## src/rtl/shared_adder_arbiter.sv

```systemverilog
// -----------------------------------------------------------------------------
// shared_adder_arbiter
//
// Purpose:
//   Two requesters share one ripple-carry adder (RCA_nbit). A three-state
//   controller (IDLE -> EXEC -> DONE -> IDLE) does the following:
//     - accepts one request in IDLE,
//     - captures the winner's operands,
//     - registers the adder result at the end of EXEC,
//     - pulses the owner's done line during DONE.
//   When both requesters are high on the same edge, the arbiter alternates
//   between them (round-robin).
//
// Optional feature:
//   SHARED_ADDER_OVF_EN - when defined, adds output ovf. It is a registered
//   two's-complement signed-overflow flag that updates together with sum.
//
// Ports:
//   clk           in   single clock, rising edge
//   rst_n         in   asynchronous active-low reset
//   req0 / req1   in   request lines, held high until the matching done
//   a0, b0 / a1, b1  in  N-bit operands, stable while the request is high
//   cin0 / cin1   in   carry-in, stable while the request is high
//   busy          out  high whenever the controller is not in IDLE
//   done0 / done1 out  one-cycle completion pulse for the owning requester
//   sum           out  registered N-bit result of the last completed operation
//   cout          out  registered carry-out of the last completed operation
//   ovf           out  (SHARED_ADDER_OVF_EN only) registered signed overflow
//
// This file also contains RCA_nbit, a plain n-bit ripple-carry adder.
// -----------------------------------------------------------------------------

module RCA_nbit #(
    parameter int n = 4
) (
    input  logic [n-1:0] a,
    input  logic [n-1:0] b,
    input  logic         cin,
    output logic [n-1:0] sum,
    output logic         cout
);

    logic [n:0] carry;

    assign carry[0] = cin;

    // One full adder per bit; the carry ripples from bit 0 upward.
    for (genvar i = 0; i < n; i++) begin : gFullAdder
        assign sum[i]     = a[i] ^ b[i] ^ carry[i];
        assign carry[i+1] = (a[i] & b[i]) | (carry[i] & (a[i] ^ b[i]));
    end

    assign cout = carry[n];

endmodule

module shared_adder_arbiter #(
    parameter int N = 16
) (
    input  logic         clk,
    input  logic         rst_n,
    input  logic         req0,
    input  logic [N-1:0] a0,
    input  logic [N-1:0] b0,
    input  logic         cin0,
    input  logic         req1,
    input  logic [N-1:0] a1,
    input  logic [N-1:0] b1,
    input  logic         cin1,
    output logic         busy,
    output logic         done0,
    output logic         done1,
    output logic [N-1:0] sum,
    output logic         cout
`ifdef SHARED_ADDER_OVF_EN
    ,
    output logic         ovf
`endif
);

    localparam logic [1:0] IDLE = 2'd0;
    localparam logic [1:0] EXEC = 2'd1;
    localparam logic [1:0] DONE = 2'd2;

    logic [1:0]   state_q, state_d;
    logic [N-1:0] opA_q;
    logic [N-1:0] opB_q;
    logic         opCin_q;
    logic         owner_q;
    logic         lastGrant_q;
    logic [N-1:0] sum_q;
    logic         cout_q;

    logic         anyReq;
    logic         grantSel;
    logic [N-1:0] adderSum;
    logic         adderCout;

    // The single shared adder always works on the captured operands.
    RCA_nbit #(
        .n(N)
    ) uAdder (
        .a   (opA_q),
        .b   (opB_q),
        .cin (opCin_q),
        .sum (adderSum),
        .cout(adderCout)
    );

    // On a tie, grant the requester that did not win last time. Otherwise
    // grant whichever one is asking.
    always_comb begin
        anyReq   = req0 | req1;
        grantSel = 1'b0;
        if (req0 && req1) begin
            grantSel = ~lastGrant_q;
        end else if (req1) begin
            grantSel = 1'b1;
        end
    end

    // Next-state logic. Requests are only considered in IDLE, and the other
    // transitions are unconditional, so an operation takes exactly three
    // cycles.
    always_comb begin
        state_d = state_q;
        case (state_q)
            IDLE:    if (anyReq) state_d = EXEC;
            EXEC:    state_d = DONE;
            DONE:    state_d = IDLE;
            default: state_d = IDLE;
        endcase
    end

    always_ff @(posedge clk or negedge rst_n) begin
        if (!rst_n) begin
            state_q <= IDLE;
        end else begin
            state_q <= state_d;
        end
    end

    // Capture the winner's operands at the acceptance edge.
    always_ff @(posedge clk or negedge rst_n) begin
        if (!rst_n) begin
            opA_q       <= '0;
            opB_q       <= '0;
            opCin_q     <= 1'b0;
            owner_q     <= 1'b0;
            lastGrant_q <= 1'b1;
        end else if (state_q == IDLE && anyReq) begin
            opA_q       <= grantSel ? a1 : a0;
            opB_q       <= grantSel ? b1 : b0;
            opCin_q     <= grantSel ? cin1 : cin0;
            owner_q     <= grantSel;
            lastGrant_q <= grantSel;
        end
    end

    // Register the adder result at the EXEC->DONE edge. The result then holds
    // until the next completion.
    always_ff @(posedge clk or negedge rst_n) begin
        if (!rst_n) begin
            sum_q  <= '0;
            cout_q <= 1'b0;
        end else if (state_q == EXEC) begin
            sum_q  <= adderSum;
            cout_q <= adderCout;
        end
    end

`ifdef SHARED_ADDER_OVF_EN
    logic ovf_q;

    // Signed overflow occurs when both operands have the same sign and the
    // sum's sign differs from it.
    always_ff @(posedge clk or negedge rst_n) begin
        if (!rst_n) begin
            ovf_q <= 1'b0;
        end else if (state_q == EXEC) begin
            ovf_q <= (opA_q[N-1] == opB_q[N-1]) && (adderSum[N-1] != opA_q[N-1]);
        end
    end

    assign ovf = ovf_q;
`endif

    assign busy  = (state_q != IDLE);
    assign done0 = (state_q == DONE) && !owner_q;
    assign done1 = (state_q == DONE) && owner_q;
    assign sum   = sum_q;
    assign cout  = cout_q;

endmodule
```

## config.mk

```make
export PLATFORM = sky130hd
export DESIGN_NAME = shared_adder_arbiter
export DESIGN_NICKNAME = d
export VERILOG_FILES = /design/src/rtl/shared_adder_arbiter.sv
export SDC_FILE = /design/constraint.sdc
export NUM_CORES = 1
export LEC_CHECK = 0
export CORE_UTILIZATION = 43
export DETAILED_ROUTE_END_ITERATION = 8
export GPL_TIMING_DRIVEN = 0
export PLACE_DENSITY = 0.77
export SLEW_MARGIN = 20
export SYNTH_ARGS = -nofsm -noshare
export SYNTH_HDL_FRONTEND = slang
export SYNTH_SLANG_ARGS = --single-unit
```

## constraint.sdc

```tcl
create_clock -name clk -period 6.9 [get_ports clk]
set_input_delay 1.725 -clock clk [delete_from_list [all_inputs] [get_ports clk]]
set_output_delay 1.725 -clock clk [all_outputs]
set_load 0.01 [all_outputs]
```

==> impl_results.md <==
* Outcome: finished, final reports clean
* Number of cell rows at 29
* Area after DPL at 3949 sq um
* Core Region at 6495 sq um
* Residual DRC at 0
* WL final at 5.769 mm
* Final nets at 367
* Filler Cell Count at 500
* Iteration-0 DRC Markers at 58
* Synth warn at 0
* EDFF count, synth at 0
* Share of cells above drive strength 1 at 0.3546
* Share of the synthesized area in the top cell type at 0.4474
* Layout Cells excl Fill at 359
* Cells after Synth at 185
* Syn_nets at 271
* Leak at 1.835 nW
* Final HPWL from detailed placement at 4.181 mm
* Worst-Margin Slew at just under 0.7 ns
* # Post-CTS Setup Buffers at 0
* CP startpoint kind: flip-flop
* VDD IR max at 182.0 uV
* PD cells at around 430 nW/um^2
* Initial Util at 0.4564
* Die area at 7229 sq um
* Die X at 85.03 microns
* Commonest cells post-synth: 53 x dfrtp_1, 50 x mux2_4, 22 x mux2_2, 16 x fa_1, 10 x inv_1
* Routed WL per cell at 16.07 microns
* Largest cells by area after synthesis: dfrtp_1 45%, mux2_4 25%, fa_1 11%
* Clock sinks at 54
* Vias in the first global route at approximately 1900
* Post-Syn Area per Cell at 16.02 sq um
* Reg-to-reg endpoint: sum[15]
* Worst R2R Start: opA_q[0]
* Synthesized area at 2964 sq um
* Boundary Pins at 90
* RSZ-0062 raised after global routing: no
* Worst hold path type: flip-flop to flip-flop
* Ant diodes at 0
* Slowest-stage cell, CP: fa_1
* Global-route wire length before repair at ~9.7 mm
* Root buf cell: clkbuf_8
* Top-count cell post-synth: dfrtp_1
* Final hold viol count at 0
* Total gr overflow at 0
* Crit path to: sum[15]
* Register area share after synthesis at 0.4563
* Worst clock skew at 0.004753 ns
* Global Route Usage Sum at 0.1773
* Period minus WS final at approximately 6.6 ns
* Netlist cell types at 22
* Vias per cell at 4.942
* PortBufs at 89
* Tcrit/Tclk final at 0.9630
* CP required at 7.13 ns
* Multi-input gate area at 1509 sq um
* Final setup viols at 0
* Worst-Skew Late Latency at about 0.30 ns
* Max_slew headroom at 0.5480
* Reg area at between 1000 and 1500 sq um
* #FFs+latches synth at 54
* CP peak stage delay at 0.43 ns
* Largest net degree at the start of global routing at between 50 and 60
* CP endpoint kind: flip-flop
* Cts bufs inserted at 5
* Area growth from synthesis to layout at 37.70%
* Reg-to-reg slack, setup at 0.26 ns
* Hold buffers post-CTS at 0
* Worst R2R Path Depth at 20
* Die Ht at 85.03 microns
* Via count at 1774
* Commonest register cell after synthesis: dfrtp_1
* Core Util, Final at 0.6284
* TritonCTS clock tree: done
* Reg clk slew, reported paths at 0.10 ns
* CTS Buffer Depth at 2
* # Max-Cap Violations at 0
* ANT nets after route at 0
* Setup crit start: opA_q[0]
* Worst EP arrival at 6.88 ns
* GPL Wtd Cong at 0.7265
* H-tree depth at 2
* Place WS at -0.1868 ns
* Crit-path cells: fa_1 > inv_1 > fa_1 > inv_1 > fa_1 > fa_2 > fa_2 > fa_2 > fa_2 > fa_1 > fa_2 > fa_1 > fa_2 > fa_2 > fa_2 > fa_1 > fa_1 > inv_1 > fa_1 > o21ai_2
* Fmax at 150.5 MHz
* Cell area after layout at around 4100 sq um
* Pins Over Slew Limit at 0
* Inst Count DP at 351
* First-pass DRT Iterations at 4
* Kind of critical path: flip-flop to flip-flop
* Final worst slack at between 0.2 and 0.3 ns
* Async set-reset flop share out of synthesis at 1.000
* Synth area leader: dfrtp_1
* Critical-path maximum fanout at 2
* Initial antenna violation count at 0
-- layout by cell type, fill, tap and decap left out, drive strengths merged --
cell type      count
clkdlybuf4s50     88
o22ai              1
a31oi              1
dfrtp             53
clkbuf             6
a21oi              1
clkinv             2
mux2i              8
o21ai              3
nor3b              2
nor2               1
a21bo              1
fa                16
bufinv             1
mux2              72
nand2              3
inv               10
nand2b             1
o21a               1
buf               10
dfstp              1
-- per-layer routing --
layer,wire [microns],GRT usage
met5,0,0
met3,266,0.03891
met4,47,0.04468
met2,2908,0.2955
met1,2546,0.2367
-- final cells by class --
| type | instances | share of cell area |
|---|---|---|
| flip-flops and latches | 54 | 0.3314 |
| plain buffers | 10 | 0.02177 |
| clock buffers | 5 | 0.01686 |
| well taps | 77 | 0.02361 |
| clock inverters | 3 | 0.009810 |
| inverters | 10 | 0.009197 |
| repair buffers | 89 | 0.2177 |
| multi-input cells | 111 | 0.3697 |
-- report_power, final --
part           leakage (nW)  total [mW]  internal [mW]  switching, mW
clock                0.0579       0.208          0.107          0.101
combinational          1.14       0.944          0.577          0.366
sequential            0.634       0.605          0.489          0.116
total                  1.84        1.76           1.17          0.583
-- flip-flops by register name (all words and copies together) (netlist names) --
register and count:
opB_q 16, cout 1, state_q 2, opA_q 16, owner_q 1, lastGrant_q 1, sum 16, opCin_q 1
-- worst min-delay path by stage --
| stage | slack (ns) | start | depth (start not counted) | to |
|---|---|---|---|---|
| 5_1_grt | 0.53 | sum[15] | 2 | sum[15] |
| 3_3_place_gp | 0.46 | sum[1] | 2 | sum[1] |
| 3_5_place_dp | 0.48 | sum[1] | 2 | sum[1] |
| 6_report | 0.49 | sum[1] | 2 | sum[1] |
| 2_1_floorplan | 0.50 | opCin_q | 1 | opCin_q |
| 4_1_cts | 0.50 | sum[1] | 2 | sum[1] |
-- cell families after synthesis --
kind of cell,synth area share
AND/OR/NAND/NOR,0.01224
flip-flops,0.4563
adder cells (fa/ha/maj),0.1081
buffers and inverters,0.04263
multiplexers,0.3639
AO/OA/AOI/OAI,0.01689
-- what timing repair did --
action                                  in CTS  in global routing
resized for setup                            5                  5
endpoints found under the setup margin       1                  1
pin swaps                                    0                  1
-- worst max-delay path: cells and delay by family, from the launching register on --
family / cells / cell delay [ns]
adder cells (fa/ha/maj): 16 / 5.82
flip-flops: 1 / 0.42
buffers and inverters: 3 / 0.20
AO/OA/AOI/OAI: 1 / 0.11
-- per-stage QoR --
step                      power, mW  hold slack [ns]  setup TNS, ns
after global placement        1.509           0.4630        -0.1367
after CTS                     1.772           0.4974              0
after detailed placement      1.550           0.4765        -0.1868
after global routing          1.908           0.5294              0
after floorplan               1.226           0.5027              0
final                         1.757           0.4924              0
Power figures use the tool's default switching activity.
